[config.mk]
export PLATFORM = sky130hd
export DESIGN_NAME = mc_ctrl_flat
export DESIGN_NICKNAME = d
export VERILOG_FILES = /design/src/rtl/mc_ctrl_if.sv /design/src/rtl/mc_ctrl.sv /design/src/flat_wrapper.sv
export SDC_FILE = /design/constraint.sdc
export NUM_CORES = 1
export LEC_CHECK = 0
export CORE_MARGIN = 4
export CORE_UTILIZATION = 49
export CTS_CLUSTER_DIAMETER = 60
export DETAILED_ROUTE_END_ITERATION = 10
export HOLD_SLACK_MARGIN = 0.03
export PLACE_DENSITY_LB_ADDON = 0.05
export SLEW_MARGIN = 20
export SYNTH_ARGS = -nofsm -noshare
export SYNTH_HDL_FRONTEND = slang
export SYNTH_SLANG_ARGS = --single-unit
[constraint.sdc]
create_clock -name clk -period 4.6 [get_ports clk]
set_input_delay 0.46 -clock clk [delete_from_list [all_inputs] [get_ports clk]]
set_output_delay 0.46 -clock clk [all_outputs]
set_load 0.02 [all_outputs]
[src/rtl/mc_ctrl_if.sv]
// rtl/mc_ctrl_if.sv - instruction fields and datapath controls between mc_ctrl and the datapath
//
// Purpose: bundles the IR fields the controller decodes and the control
// signals it returns to the register file, ALU, memory and next-PC unit.
// Modports:
//   master - the control unit: reads opcode/funct/rt, drives all controls
//   slave  - the datapath: drives opcode/funct/rt, reads all controls
interface mc_ctrl_if;
  logic [5:0] opcode;
  logic [5:0] funct;
  logic [4:0] rt;
  logic       PCwr;
  logic       IRwr;
  logic       RegWr;
  logic       MemWr;
  logic       RegDst;
  logic       ALUSrc;
  logic       MemtoReg;
  logic       ExtOp;
  logic [2:0] ALUop;
  logic       Jump;
  logic [1:0] btype;

  modport master (
    input  opcode, funct, rt,
    output PCwr, IRwr, RegWr, MemWr, RegDst, ALUSrc, MemtoReg, ExtOp,
           ALUop, Jump, btype
  );

  modport slave (
    output opcode, funct, rt,
    input  PCwr, IRwr, RegWr, MemWr, RegDst, ALUSrc, MemtoReg, ExtOp,
           ALUop, Jump, btype
  );
endinterface

[src/rtl/mc_ctrl.sv]
// rtl/mc_ctrl.sv - multi-cycle main control unit for the MIPS-subset CPU
//
// Purpose: decodes the IR and steps each instruction through IF/ID/EXE/MEM/WB,
// pulsing PCwr exactly once per instruction in its final state.
// Ports:
//   clk      - clock, rising edge
//   reset    - asynchronous, active-high
//   bus      - mc_ctrl_if.master: opcode/funct/rt in, datapath controls out
//   state    - current FSM state (debug)
//   illegal  - one-cycle pulse in ID for an undefined instruction
//   retired  - count of PCwr pulses, wraps
module mc_ctrl #(
  parameter int CNT_W = 32
) (
  input  logic             clk,
  input  logic             reset,
  mc_ctrl_if.master        bus,
  output logic [2:0]       state,
  output logic             illegal,
  output logic [CNT_W-1:0] retired
);

  localparam logic [2:0] S_IF  = 3'd0;
  localparam logic [2:0] S_ID  = 3'd1;
  localparam logic [2:0] S_EXE = 3'd2;
  localparam logic [2:0] S_MEM = 3'd3;
  localparam logic [2:0] S_WB  = 3'd4;

  logic [2:0]       r_state;
  logic [CNT_W-1:0] r_retired;

  // Instruction decode
  logic w_rtype, w_addu, w_subu, w_slt;
  logic w_ori, w_lui, w_lw, w_sw;
  logic w_beq, w_bne, w_bltz, w_j;
  logic w_branch, w_legal;

  assign w_rtype  = (bus.opcode == 6'b000000);
  assign w_addu   = w_rtype && (bus.funct == 6'b100001);
  assign w_subu   = w_rtype && (bus.funct == 6'b100011);
  assign w_slt    = w_rtype && (bus.funct == 6'b101010);
  assign w_ori    = (bus.opcode == 6'b001101);
  assign w_lui    = (bus.opcode == 6'b001111);
  assign w_lw     = (bus.opcode == 6'b100011);
  assign w_sw     = (bus.opcode == 6'b101011);
  assign w_beq    = (bus.opcode == 6'b000100);
  assign w_bne    = (bus.opcode == 6'b000101);
  // REGIMM opcode is only bltz when rt is zero; other rt values are undefined here
  assign w_bltz   = (bus.opcode == 6'b000001) && (bus.rt == 5'b00000);
  assign w_j      = (bus.opcode == 6'b000010);
  assign w_branch = w_beq | w_bne | w_bltz;
  assign w_legal  = w_addu | w_subu | w_slt | w_ori | w_lui | w_lw | w_sw |
                    w_branch | w_j;

  // Datapath selects are pure decode, valid in every state, so the
  // next-PC inputs are already settled whenever PCwr fires.
  always_comb begin
    bus.ALUop = 3'b000;
    if (w_subu | w_branch) bus.ALUop = 3'b001;
    else if (w_ori)        bus.ALUop = 3'b010;
    else if (w_slt)        bus.ALUop = 3'b011;
    else if (w_lui)        bus.ALUop = 3'b100;

    bus.btype = 2'b00;
    if (w_beq)       bus.btype = 2'b01;
    else if (w_bne)  bus.btype = 2'b10;
    else if (w_bltz) bus.btype = 2'b11;
  end

  assign bus.ALUSrc   = w_ori | w_lui | w_lw | w_sw;
  assign bus.RegDst   = w_rtype;
  assign bus.MemtoReg = w_lw;
  assign bus.ExtOp    = w_lw | w_sw | w_branch;
  assign bus.Jump     = w_j;

  // Sequencing
  logic [2:0] w_next_state;
  logic       w_pcwr, w_irwr, w_regwr, w_memwr, w_illegal;

  always_comb begin
    w_next_state = S_IF;
    w_pcwr       = 1'b0;
    w_irwr       = 1'b0;
    w_regwr      = 1'b0;
    w_memwr      = 1'b0;
    w_illegal    = 1'b0;
    case (r_state)
      S_IF: begin
        w_irwr       = 1'b1;
        w_next_state = S_ID;
      end
      S_ID: begin
        if (w_j) begin
          w_pcwr       = 1'b1;
          w_next_state = S_IF;
        end else if (!w_legal) begin
          // Undefined instruction is skipped: PC advances, nothing else written
          w_pcwr       = 1'b1;
          w_illegal    = 1'b1;
          w_next_state = S_IF;
        end else begin
          w_next_state = S_EXE;
        end
      end
      S_EXE: begin
        if (w_branch) begin
          w_pcwr       = 1'b1;
          w_next_state = S_IF;
        end else if (w_lw | w_sw) begin
          w_next_state = S_MEM;
        end else begin
          w_next_state = S_WB;
        end
      end
      S_MEM: begin
        if (w_sw) begin
          w_memwr      = 1'b1;
          w_pcwr       = 1'b1;
          w_next_state = S_IF;
        end else begin
          w_next_state = S_WB;
        end
      end
      S_WB: begin
        w_regwr      = 1'b1;
        w_pcwr       = 1'b1;
        w_next_state = S_IF;
      end
      default: w_next_state = S_IF;
    endcase
  end

  // Enables are masked while reset is held so nothing is written mid-reset
  assign bus.PCwr  = w_pcwr  & ~reset;
  assign bus.IRwr  = w_irwr  & ~reset;
  assign bus.RegWr = w_regwr & ~reset;
  assign bus.MemWr = w_memwr & ~reset;
  assign illegal   = w_illegal & ~reset;

  always_ff @(posedge clk or posedge reset) begin
    if (reset) begin
      r_state <= S_IF;
    end else begin
      r_state <= w_next_state;
    end
  end

  always_ff @(posedge clk or posedge reset) begin
    if (reset) begin
      r_retired <= '0;
    end else if (bus.PCwr) begin
      r_retired <= r_retired + CNT_W'(1);
    end
  end

  assign state   = r_state;
  assign retired = r_retired;

endmodule

[src/flat_wrapper.sv]
// flat-port wrapper written by rule: the top's interface ports become plain ports
module mc_ctrl_flat 
#(
  parameter int CNT_W = 32
)
  (clk, reset, state, illegal, retired, bus_opcode, bus_funct, bus_rt, bus_PCwr, bus_IRwr, bus_RegWr, bus_MemWr, bus_RegDst, bus_ALUSrc, bus_MemtoReg, bus_ExtOp, bus_ALUop, bus_Jump, bus_btype);
  mc_ctrl_if bus_i ();
  input  logic clk;
  input  logic reset;
  output logic [2:0] state;
  output logic illegal;
  output logic [CNT_W-1:0] retired;
  input wire logic [$bits(bus_i.opcode)-1:0] bus_opcode;
  input wire logic [$bits(bus_i.funct)-1:0] bus_funct;
  input wire logic [$bits(bus_i.rt)-1:0] bus_rt;
  output wire logic [$bits(bus_i.PCwr)-1:0] bus_PCwr;
  output wire logic [$bits(bus_i.IRwr)-1:0] bus_IRwr;
  output wire logic [$bits(bus_i.RegWr)-1:0] bus_RegWr;
  output wire logic [$bits(bus_i.MemWr)-1:0] bus_MemWr;
  output wire logic [$bits(bus_i.RegDst)-1:0] bus_RegDst;
  output wire logic [$bits(bus_i.ALUSrc)-1:0] bus_ALUSrc;
  output wire logic [$bits(bus_i.MemtoReg)-1:0] bus_MemtoReg;
  output wire logic [$bits(bus_i.ExtOp)-1:0] bus_ExtOp;
  output wire logic [$bits(bus_i.ALUop)-1:0] bus_ALUop;
  output wire logic [$bits(bus_i.Jump)-1:0] bus_Jump;
  output wire logic [$bits(bus_i.btype)-1:0] bus_btype;
  assign bus_i.opcode = bus_opcode;
  assign bus_i.funct = bus_funct;
  assign bus_i.rt = bus_rt;
  assign bus_PCwr = bus_i.PCwr;
  assign bus_IRwr = bus_i.IRwr;
  assign bus_RegWr = bus_i.RegWr;
  assign bus_MemWr = bus_i.MemWr;
  assign bus_RegDst = bus_i.RegDst;
  assign bus_ALUSrc = bus_i.ALUSrc;
  assign bus_MemtoReg = bus_i.MemtoReg;
  assign bus_ExtOp = bus_i.ExtOp;
  assign bus_ALUop = bus_i.ALUop;
  assign bus_Jump = bus_i.Jump;
  assign bus_btype = bus_i.btype;
  mc_ctrl #(.CNT_W(CNT_W)) u_core (.clk(clk), .reset(reset), .bus(bus_i), .state(state), .illegal(illegal), .retired(retired));
endmodule
After elaboration in Yosys (flattened, before gate mapping) --
Index checks and enable logic that the tools add are counted.
Cells by class: bitwise logic cells 22, add/sub/neg operators 1, equality and inequality tests 15, reduce and logical (&&, ||, !) cells 7, mux-type cells 23
Operators by type and width (number):
- $add 32x1->32 const B | 1
- $eq 6x6->1 const B | 5
- $mux 3 | 8
- $or 1x1->1 | 16
- $eq 6x3->1 const B | 2
- $eq 6x4->1 const B | 2
- $pmux 3 s4 | 1
- $mux 1 | 9
- $mux 2 | 4
- $eq 3x2->1 const B | 2
- $eq 6x1->1 const B | 1
- $eq 6x2->1 const B | 1
- $logic_not 6->1 | 1
- $and 1x1->1 | 5
- $logic_not 5->1 | 1
- $logic_and 1x1->1 | 4
- $pmux 1 s4 | 1
- $eq 3x1->1 const B | 1
- $eq 3x3->1 const B | 1
- $logic_not 3->1 | 1
- $not 1->1 | 1
Storage, ports and cells: bits in registers 35, bits of input ports 19, logic and storage cells 70, output and inout port bits 50

Longest topological paths before layout --
Gate-level depths: netlist of run 1.
word-level depth 14, depth in mapped cells 9, gate-level depth less buffers 7

Worst setup path before layout of run 1 --
OpenSTA, ideal clock, no wires.
path kind input port to output port, start point in reset, end point out illegal, arrival 2.295 ns, cell stages on the path 3, data required time 4.140 ns, path buffers 0, setup slack 1.845 ns, cells stage by stage inv_1 nand2_1 nor4_1
Between the ends: longest elaborated chain between the ends 2
Ends and longest elaborated chain:
- start: declaration | RTL line flat_wrapper.sv:9 | input logic reset;
- $not 1->1 | RTL line mc_ctrl.sv:138 | assign illegal = w_illegal & ~reset;
- $and 1x1->1 | RTL line mc_ctrl.sv:138
- end: declaration | RTL line flat_wrapper.sv:11 | output logic illegal;
No other way between the ends.

Worst setup path after layout of run 1 --
start point in bus_opcode[2], end point out bus_PCwr
Between the ends: longest elaborated chain between the ends 14, elaborated cells on any way between the ends 29, those cells by class eq/ne (8); mux (5); bitwise (11); reduce/logical (5)
Ends and longest elaborated chain:
- start: declaration | RTL line flat_wrapper.sv:13 | input wire logic [$bits(bus_i.opcode)-1:0] bus_opcode;
- $logic_not 6->1 | RTL line mc_ctrl.sv:38 | assign w_rtype = (bus.opcode == 6'b000000);
- $logic_and 1x1->1, on equally long branches | RTL line mc_ctrl.sv:39, mc_ctrl.sv:40
- $or 1x1->1 (7 in series) | RTL line mc_ctrl.sv:52 | assign w_legal = w_addu | w_subu | w_slt | w_ori | w_lui | w_lw | w_sw |
- $or 1x1->1 | RTL line mc_ctrl.sv:53 | w_branch | w_j;
- $mux 1 | RTL line mc_ctrl.sv:96 | end else if (!w_legal) begin
- $mux 1 | RTL line mc_ctrl.sv:93 | if (w_j) begin
- $pmux 1 s4 (*) | RTL line mc_ctrl.sv:87 | case (r_state)
- $and 1x1->1 (*) | RTL line mc_ctrl.sv:134 | assign bus.PCwr = w_pcwr & ~reset;
- end: declaration | RTL line flat_wrapper.sv:16 | output wire logic [$bits(bus_i.PCwr)-1:0] bus_PCwr;
Every way passes the cells marked *; elsewhere a longest branch is shown, timed or not.

==> impl_metrics.csv, run 1 <==
group,metric,value,unit
clock_network,ctsResizeCount,0,
clock_network,hold_buffers,0,
global_route,grt.total_usage,18.99,%
timing,holdWs,0.4721,ns
yosys,syn_area,2034,um2
floorplanning,rows,23,
placement,port_buffers,68,
min_path,hold_start,"u_core.retired[31]$_DFFE_PP0P_",
yosys,synth_edf_count,0,
floorplanning,ioPinCount,69,
critical_path,rrSetupSlack,2.35,ns
yosys,syn_avg_cell_area,10.54,um2
clock_network,htreeDepth,2,
min_path,hold_depth,1,
yosys,synth_cell_types,44,
pwr,seqPwrFrac,43.7,%
pwr,clkPwrFrac,24.4,%
yosys,synth-compound-area-share,7.442,%
floorplanning,core_area,4000,um2
outcome,outcome,"finished clean",
pwr,internal_power,0.5751,mW
global_route,grt_max_degree,37,
global_route,antenna_found_initial,0,
route,drtAntennaViolNets,0,
timing,setup_viol,0,
yosys,synth_top_family_by_area,"simple AND/OR/NAND/NOR gates",
layout,drive_gt1_share,9.962,%
timing,fmax,303.9,MHz
route,wire_per_inst,14.84,um
timing,max-slew-margin-rel,31.04,%
critical_path,r2r_end,"u_core.retired[16]$_DFFE_PP0P_",
pwr,power_density,313.1,nW/um2
route,drt_iter0_drc,75,
critical_path,end_kind,"output port",
yosys,synth-xor-area-share,14.21,%
layout,final_nets,280,
clock_network,root_buffer,"clkbuf_8",
min_path,hp-class,"flop to flop",
critical_path,r2r-start,"u_core.retired[0]$_DFFE_PP0P_",
global_route,grt_pass1_wl,7962,um
timing,hold_violations,0,
critical_path,crit_chain,"clkdlybuf4s50_1 > and3b_1 > nor3b_1 > nand3_1 > o221a_4 > o32ai_4 > clkdlybuf4s50_1",
route,drc,0,
clock_network,clk_latency,0.28,ns
yosys,synth_mux_area_share,0.5535,%
global_route,grt_pass1_vias,1707,
floorplanning,dieArea,5247,um2
yosys,synth_fp_nets,213,
yosys,synth-adder-area-share,0.6150,%
pwr,worst_ir_drop_vdd,0.2956,mV
layout,area_growth,37.95,%
clock_network,cts_tree,"done",
yosys,synthArstFlopShare,100.0,%
route,via_per_inst,5.514,
timing,layout_worst_path_cycle_share,71.53,%
floorplanning,fp.dieW,72.44,um
yosys,synth_ff_type,"dfrtp_1",
clock_network,cts.clk_slew.worst_paths,0.07,ns
timing,fin_crit,3.290,ns
critical_path,critPathKind,"input pin to output port",
layout,num_antenna_cells,0,
placement,gp_congestion,0.9088,
timing,fin_skew,0.004763,ns
yosys,yosysWarnings,0,
route,vias,1715,
yosys,yosys_register_bits,35,
pwr,switchingPower,0.3035,mW
critical_path,worstSetupStartpointType,"input pin",
route,drt-total-wl,4614,um
global_route,overflow,0,
clock_network,cts.sinks,35,
pwr,leakagePower,1.162,nW
yosys,synth_simple_gate_area_share,29.70,%
clock_network,cts_buffers,5,
min_path,holdPathEnd,"u_core.retired[31]$_DFFE_PP0P_",
layout,final_common_cell,"clkdlybuf4s50_1",
clock_network,cts.path.max_buffers,2,
critical_path,path_common_cell,"clkdlybuf4s50_1",
clock_network,cts_setup_buffers,0,
critical_path,worstPathMaxFanout,10,
timing,fin_tns_setup,0,ns
floorplanning,start_util,50.86,%
run,drv_cap,0,
pwr,combPwrFrac,32.0,%
critical_path,slowest_stage,"clkdlybuf4s50_1",
pwr,p_sw_share,34.55,%
critical_path,crit_path_max_incr_delay,0.65,ns
timing,drv_slew,0,
critical_path,rr_worst_depth,6,
timing,worst_slew_pin_slew,1.032,ns
route,dr.pass1.iters,4,
layout,layout_common_cells,"68 x clkdlybuf4s50_1, 35 x dfrtp_1, 32 x xnor2_1, 13 x nand2_1, 13 x nand4_1",
placement,dpl.hpwl,3431,um
critical_path,arrival,2.83,ns
floorplanning,die_y,72.44,um
timing,rsz0062_at_grt,"false",
yosys,seq_area_frac_synth,43.05,%
yosys,synthCells,193,
critical_path,worst_ep_required_time,4.14,ns
-- synthesized netlist by cell type (all sizes together), types with 4 or more instances --
| master | number | area share, % |
|---|---|---|
| and3 | 11 | 3.4 |
| buf | 8 | 3.0 |
| xnor2 | 32 | 14 |
| dfrtp | 35 | 43 |
| nand2 | 13 | 2.4 |
| and4 | 7 | 3.0 |
| nand4 | 19 | 7.7 |
| nor3 | 6 | 2.0 |
| inv | 6 | 1.1 |
| nand3 | 11 | 3.9 |
| a21oi | 4 | 0.98 |
| nor2 | 8 | 1.5 |
-- final cells by class --
type | instances | area (um2)
Fill cell | 343 | 1194
Multi-Input combinational cell | 142 | 1069
Sequential cell | 35 | 875.8
Timing Repair Buffer | 70 | 695.7
Clock buffer | 7 | 76.32
Tap cell | 50 | 62.56
Inverter | 6 | 22.52
Clock inverter | 1 | 5.005
-- worst max-delay path, delay by kind of cell --
family	cells	cell delay (ns)
AND/OR/NAND/NOR	3	0.72
buffers and inverters	2	1.22
AO/OA/AOI/OAI	2	0.42
-- stage by stage --
| stage | power (mW) | util, % | worst slack (ns) | cell area, um2 | cells |
|---|---|---|---|---|---|
| finish | 0.8786 | 70.16 | 1.310 | 2806 | 311 |
| global route | 0.9283 | 70.16 | 1.158 | 2806 | 311 |
| CTS | 0.8903 | 70.16 | 1.301 | 2806 | 311 |
| detailed placement | 0.6723 | 68.13 | 1.299 | 2725 | 303 |
| global placement | 0.6716 | 68.13 | 1.325 | 2725 | 303 |
| floorplan | 0.5631 | - | 1.845 | 2034 | 193 |
-- worst max path at each step --
stage,slack [ns],from,cells past startpoint,to
2_1_floorplan,1.85,reset,3,illegal
3_3_place_gp,1.33,bus_opcode[2],7,bus_PCwr
3_5_place_dp,1.30,bus_opcode[2],7,bus_PCwr
4_1_cts,1.30,bus_opcode[2],7,bus_PCwr
5_1_grt,1.16,bus_opcode[3],7,bus_ALUop[0]
6_report,1.31,bus_opcode[2],7,bus_PCwr
-- logic make-up after synthesis --
logic type / count (synthesis)
buf+inv: 16
fa+ha+maj: 1
compound gates: 16
flops: 35
simple gates: 91
xor+xnor: 33
mux: 1
-- routing by layer --
layer,part of all wire [%],routed length (um),vias to the layer above,GRT usage (%)
met5,0,0,-,0
met4,0.89,41,0,5.943
met3,5.5,252,4,4.709
met2,48,2232,47,31.55
met1,45,2088,832,24.40
li1,-,-,832,-
-- power by group through the flow --
stage	sequential (mW)	clock [mW]	combinational, mW
floorplan	0.409	0	0.154
global placement	0.389	0	0.283
detailed placement	0.387	0	0.285
CTS	0.383	0.222	0.285
global route	0.391	0.234	0.303
finish	0.384	0.214	0.281
-- registers in the layout, summed over array words and instances, names as in the netlist --
name	flops
u_core.state	3
u_core.retired	32
(Power assumes the default switching activity.)
==> inputs of run 2 (changes only) <==
- CORE_UTILIZATION: 49 -> 41
- clock period: 4.6 -> 2.7 ns (I/O delays scaled with it)
==> impl_metrics.csv, run 2 (synthesis gave the netlist of run 1 again) <==
group,metric,value,unit
outcome,outcome,"finished clean",
critical_path,crit_start,"bus_rt[0]",
critical_path,r2r_end,"u_core.retired[1]$_DFFE_PP0P_",
clock_network,cts_tree,"done",
floorplanning,core_area,4755,um2
floorplanning,dieArea,6153,um2
critical_path,worst_ep_required_time,2.43,ns
clock_network,htreeDepth,2,
critical_path,end_kind,"output port",
layout,post-route-util,62.32,%
timing,drv_slew,0,
placement,dpl.hpwl,3714,um
placement,place_area,2859,um2
timing,max-slew-margin-rel,66.75,%
critical_path,critPathKind,"input pin to output port",
route,dr.pass1.iters,4,
layout,final_nets,295,
critical_path,crit_end,"bus_ExtOp",
critical_path,worstPathMaxFanout,3,
min_path,hp-class,"flop to flop",
route,via_per_inst,5.067,
route,drt-total-wl,4760,um
timing,rsz0062_at_grt,"false",
timing,fmax,389.8,MHz
global_route,antenna_found_initial,0,
clock_network,clk_latency,0.29,ns
timing,fin_skew,0.004674,ns
placement,dp.cells,335,
timing,layout_worst_path_cycle_share,95.01,%
global_route,grt.total_usage,16.76,%
timing,setup_viol,0,
critical_path,rr_worst_depth,5,
clock_network,root_buffer,"clkbuf_8",
route,wire_per_inst,13.88,um
global_route,grt_pass1_vias,1775,
layout,area_growth,45.63,%
timing,worst_slew_pin_slew,0.4977,ns
pwr,worst_ir_drop_vdd,0.5167,mV
pwr,power.total,1.558,mW
clock_network,cts.sinks,35,
placement,port_buffers,68,
route,drt_iter0_drc,104,
global_route,grt_pass1_wl,8259,um
layout,num_antenna_cells,0,
layout,largest_reg_flops,32,
timing,hold_violations,0,
critical_path,arrival,2.30,ns
global_route,grt_max_degree,37,
route,drtAntennaViolNets,0,
route,drc,0,
timing,fin_crit,2.565,ns
placement,gp_congestion,0.7744,
floorplanning,ioPinCount,69,
floorplanning,rows,25,
global_route,overflow,0,
timing,holdWs,0.4822,ns
floorplanning,fp.dieW,78.44,um
pwr,leakagePower,1.299,nW
critical_path,r2r-start,"u_core.state[2]$_DFF_PP0_",
run,drv_cap,0,
layout,layout_common_cells,"62 x clkdlybuf4s50_1, 35 x dfrtp_1, 32 x xnor2_1, 17 x buf_4",
route,vias,1738,
clock_network,cts.clk_slew.worst_paths,0.07,ns
pwr,power_density,525.8,nW/um2
layout,fin_area,2963,um2
clock_network,cts_setup_buffers,0,
layout,drive_gt1_share,15.58,%
floorplanning,die_y,78.44,um
layout,final_common_cell,"clkdlybuf4s50_1",
floorplanning,start_util,42.79,%
clock_network,cts.path.max_buffers,2,
layout,stdcell_count,343,
clock_network,cts_buffers,5,
critical_path,worstSetupStartpointType,"input pin",
critical_path,rrSetupSlack,0.62,ns
-- run 2: cell count changes in the layout (fill, tap and decap cells not counted), sizes merged --
cell,previous run,this run
buf,2,17
clkdlybuf4s50,68,62
dlygate4sd2,0,4
dlymetal6s2s,0,2
clkinv,1,0
clkinvlp,0,1
-- run 2: what timing repair did --
| item | 4_1_cts | 5_1_grt |
|---|---|---|
| setup endpoints to repair | 4 | 2 |
| endpoints found under the hold margin | 0 | 0 |
| pin swaps | 0 | 0 |
| gates resized for setup | 4 | 2 |
| hold buffers | 0 | 0 |
-- run 2: report_power, final --
part | switching, mW | internal (mW)
combinational | 0.258 | 0.226
clock | 0.191 | 0.232
sequential | 0.0769 | 0.574
total | 0.526 | 1.03
-- run 2: per-layer routing --
metal	wire length (um)	GRT usage, %
met4	105	5.944
met3	232	4.472
met1	2061	20.69
met2	2362	28.17
met5	0	0
-- run 2: worst max-delay path, stage by stage --
cell and delay [ns]:
clkdlybuf4s50_1 0.40, or4_4 0.54, nor3_4 0.16, o21bai_2 0.10, buf_4 0.16, nand2_1 0.05
clkdlybuf4s50_1 0.61
-- run 2: area by class of cell --
cell class	instances	area, um2
multi-input cells	142	1069
clock inverters	1	7.507
repair buffers	85	808.3
fillers	414	1792
clock buffers	7	96.34
well taps	67	83.83
inverters	6	22.52
flip-flops and latches	35	875.8
-- run 2: worst min path at each step --
| stage | from | end | slack [ns] | cells after the start |
|---|---|---|---|---|
| 2_1_floorplan | reset | u_core.retired[0]$_DFFE_PP0P_ | 0.44 | 1 |
| 3_5_place_dp | u_core.retired[31]$_DFFE_PP0P_ | u_core.retired[31]$_DFFE_PP0P_ | 0.47 | 1 |
| 4_1_cts | u_core.retired[31]$_DFFE_PP0P_ | u_core.retired[31]$_DFFE_PP0P_ | 0.48 | 1 |
| 6_report | u_core.retired[31]$_DFFE_PP0P_ | u_core.retired[31]$_DFFE_PP0P_ | 0.48 | 1 |
| 5_1_grt | u_core.retired[31]$_DFFE_PP0P_ | u_core.retired[31]$_DFFE_PP0P_ | 0.50 | 1 |
| 3_3_place_gp | u_core.retired[31]$_DFFE_PP0P_ | u_core.retired[31]$_DFFE_PP0P_ | 0.46 | 1 |
-- run 2: through the flow --
| step | worst slack, ns | TNS, ns |
|---|---|---|
| after floorplan | 0.3252 | 0 |
| after global placement | -0.1229 | -0.6272 |
| after detailed placement | -0.1438 | -1.278 |
| after CTS | 0.001188 | 0 |
| after global routing | 0.02798 | 0 |
| final | 0.1347 | 0 |
==> inputs of run 3 (changes only) <==
- MAX_ROUTING_LAYER: not set -> met4
==> impl_metrics.csv, run 3 (synthesis gave the netlist of run 1 again) <==
group,metric,value,unit
critical_path,slowest_stage,"clkdlybuf4s50_1",
route,drc,0,
clock_network,cts_buffers,5,
layout,num_antenna_cells,0,
clock_network,cts_setup_buffers,0,
placement,dp.cells,335,
layout,final_common_cell,"clkdlybuf4s50_1",
timing,layout_worst_path_cycle_share,95.01,%
pwr,power_density,525.9,nW/um2
floorplanning,die_y,78.44,um
timing,worst_slew_pin_slew,0.4977,ns
critical_path,worst_ep_required_time,2.43,ns
run,drv_cap,0,
placement,dp_worst_setup_slack,-0.1438,ns
layout,drive_gt1_share,15.58,%
timing,max-slew-margin-rel,66.75,%
pwr,switchingPower,0.5261,mW
clock_network,cts.clk_slew.worst_paths,0.07,ns
critical_path,worstPathMaxFanout,3,
clock_network,ctsResizeCount,4,
route,wire_per_inst,13.88,um
layout,largest_reg_flops,32,
critical_path,critPathKind,"input pin to output port",
critical_path,arrival,2.30,ns
route,vias,1740,
route,drtAntennaViolNets,0,
pwr,combPwrFrac,31.1,%
timing,drv_slew,0,
global_route,grt_pass1_wl,8259,um
pwr,internal_power,1.032,mW
timing,fin_skew,0.004674,ns
clock_network,hold_buffers,0,
layout,multi_input_area,1069,um2
floorplanning,start_util,42.79,%
timing,fmax,389.8,MHz
clock_network,clk_latency,0.29,ns
route,wl_met1,2087,um
layout,fillers,414,
pwr,power.total,1.558,mW
global_route,grt_pass1_vias,1775,
critical_path,crit_buf_inv,3,
layout,area_growth,45.63,%
pwr,seqPwrFrac,41.8,%
route,drt_iter0_drc,104,
critical_path,crit_path_max_incr_delay,0.61,ns
layout,layout_common_cells,"62 x clkdlybuf4s50_1, 35 x dfrtp_1, 32 x xnor2_1, 17 x buf_4",
clock_network,htreeDepth,2,
min_path,hp-class,"flop to flop",
pwr,worst_ir_drop_vdd,0.5167,mV
pwr,p_sw_share,33.76,%
placement,dpl.hpwl,3714,um
floorplanning,dieArea,6153,um2
route,wl_met2,2362,um
route,drt-total-wl,4760,um
critical_path,rrSetupSlack,0.62,ns
timing,rsz0062_at_grt,"false",
route,wl_met3,204,um
global_route,grt.total_usage,17.23,%
layout,stdcell_count,343,
pwr,leakagePower,1.299,nW
route,routed.top_layer,"met4",
critical_path,crit_family,"buffers and inverters",
layout,final_nets,295,
clock_network,cts_tree,"done",
placement,port_buffers,68,
route,via_per_inst,5.073,
global_route,grt_max_degree,37,
floorplanning,core_area,4755,um2
critical_path,worstSetupStartpointType,"input pin",
pwr,clkPwrFrac,27.1,%
clock_network,cts.sinks,35,
outcome,outcome,"finished clean",
route,dr.pass1.iters,4,
floorplanning,rows,25,
layout,post-route-util,62.32,%
critical_path,path_common_cell,"clkdlybuf4s50_1",
critical_path,end_kind,"output port",
floorplanning,ioPinCount,69,
clock_network,root_buffer,"clkbuf_8",
global_route,overflow,0,
timing,layout_setup_ws,0.1347,ns
layout,seq_area,875.8,um2
timing,hold_violations,0,
placement,gp_congestion,0.7849,
global_route,antenna_found_initial,0,
floorplanning,fp.dieW,78.44,um
timing,fin_crit,2.565,ns
critical_path,crit_chain,"clkdlybuf4s50_1 > or4_4 > nor3_4 > o21bai_2 > buf_4 > nand2_1 > clkdlybuf4s50_1",
timing,setup_viol,0,
clock_network,cts.path.max_buffers,2,
-- run 3: cell counts in the layout (fill, tap and decap cells not counted) --
Identical to the previous run, type by type.
-- run 3: final timing paths --
check                                                     from                             end  cells after the start
max in group asynchronous                                reset  u_core.retired[16]$_DFFE_PP0P_                      3
worst min register to register  u_core.retired[31]$_DFFE_PP0P_  u_core.retired[31]$_DFFE_PP0P_                      1
worst min-delay path            u_core.retired[31]$_DFFE_PP0P_  u_core.retired[31]$_DFFE_PP0P_                      1
min in group asynchronous                                reset       u_core.state[2]$_DFF_PP0_                      3
worst max register to register       u_core.state[2]$_DFF_PP0_   u_core.retired[1]$_DFFE_PP0P_                      5
worst max-delay path                                 bus_rt[0]                       bus_ExtOp                      7
-- run 3: through the flow --
stage               area, um2  setup TNS, ns  hold WS, ns
floorplan                2034              0       0.4382
global placement         2859        -0.6272       0.4616
detailed placement       2859         -1.278       0.4721
CTS                      2958              0       0.4846
global route             2963              0       0.4969
finish                   2963              0       0.4822
-- run 3: cell type report --
cell class              instances  area share [%]
flip-flops and latches         35           29.56
clock buffers                   7           3.252
well taps                      67           2.829
repair buffers                 85           27.28
multi-input cells             142           36.06
clock inverters                 1          0.2534
inverters                       6          0.7601
-- run 3: worst register-to-register path, cell delays in order, from the launching register on --
cell and delay, ns:
dfrtp_1 0.48, nand2b_1 0.30, o221a_4 0.28, o32ai_4 0.15, buf_4 0.39, mux2_2 0.38
-- run 3: metal layers --
metal / up-vias / track usage (%)
met1: 818 / 20.98
met2: 53 / 28.17
li1: 859 / -
met3: 10 / 4.014
met5: - / -
met4: 0 / 5.944
-- run 3: power groups by stage --
stage | logic [mW] | registers (mW) | clock network (mW)
after CTS | 0.491 | 0.652 | 0.439
final | 0.484 | 0.651 | 0.423
after global routing | 0.525 | 0.666 | 0.451
after detailed placement | 0.495 | 0.659 | 0
after global placement | 0.490 | 0.662 | 0
after floorplan | 0.263 | 0.697 | 0
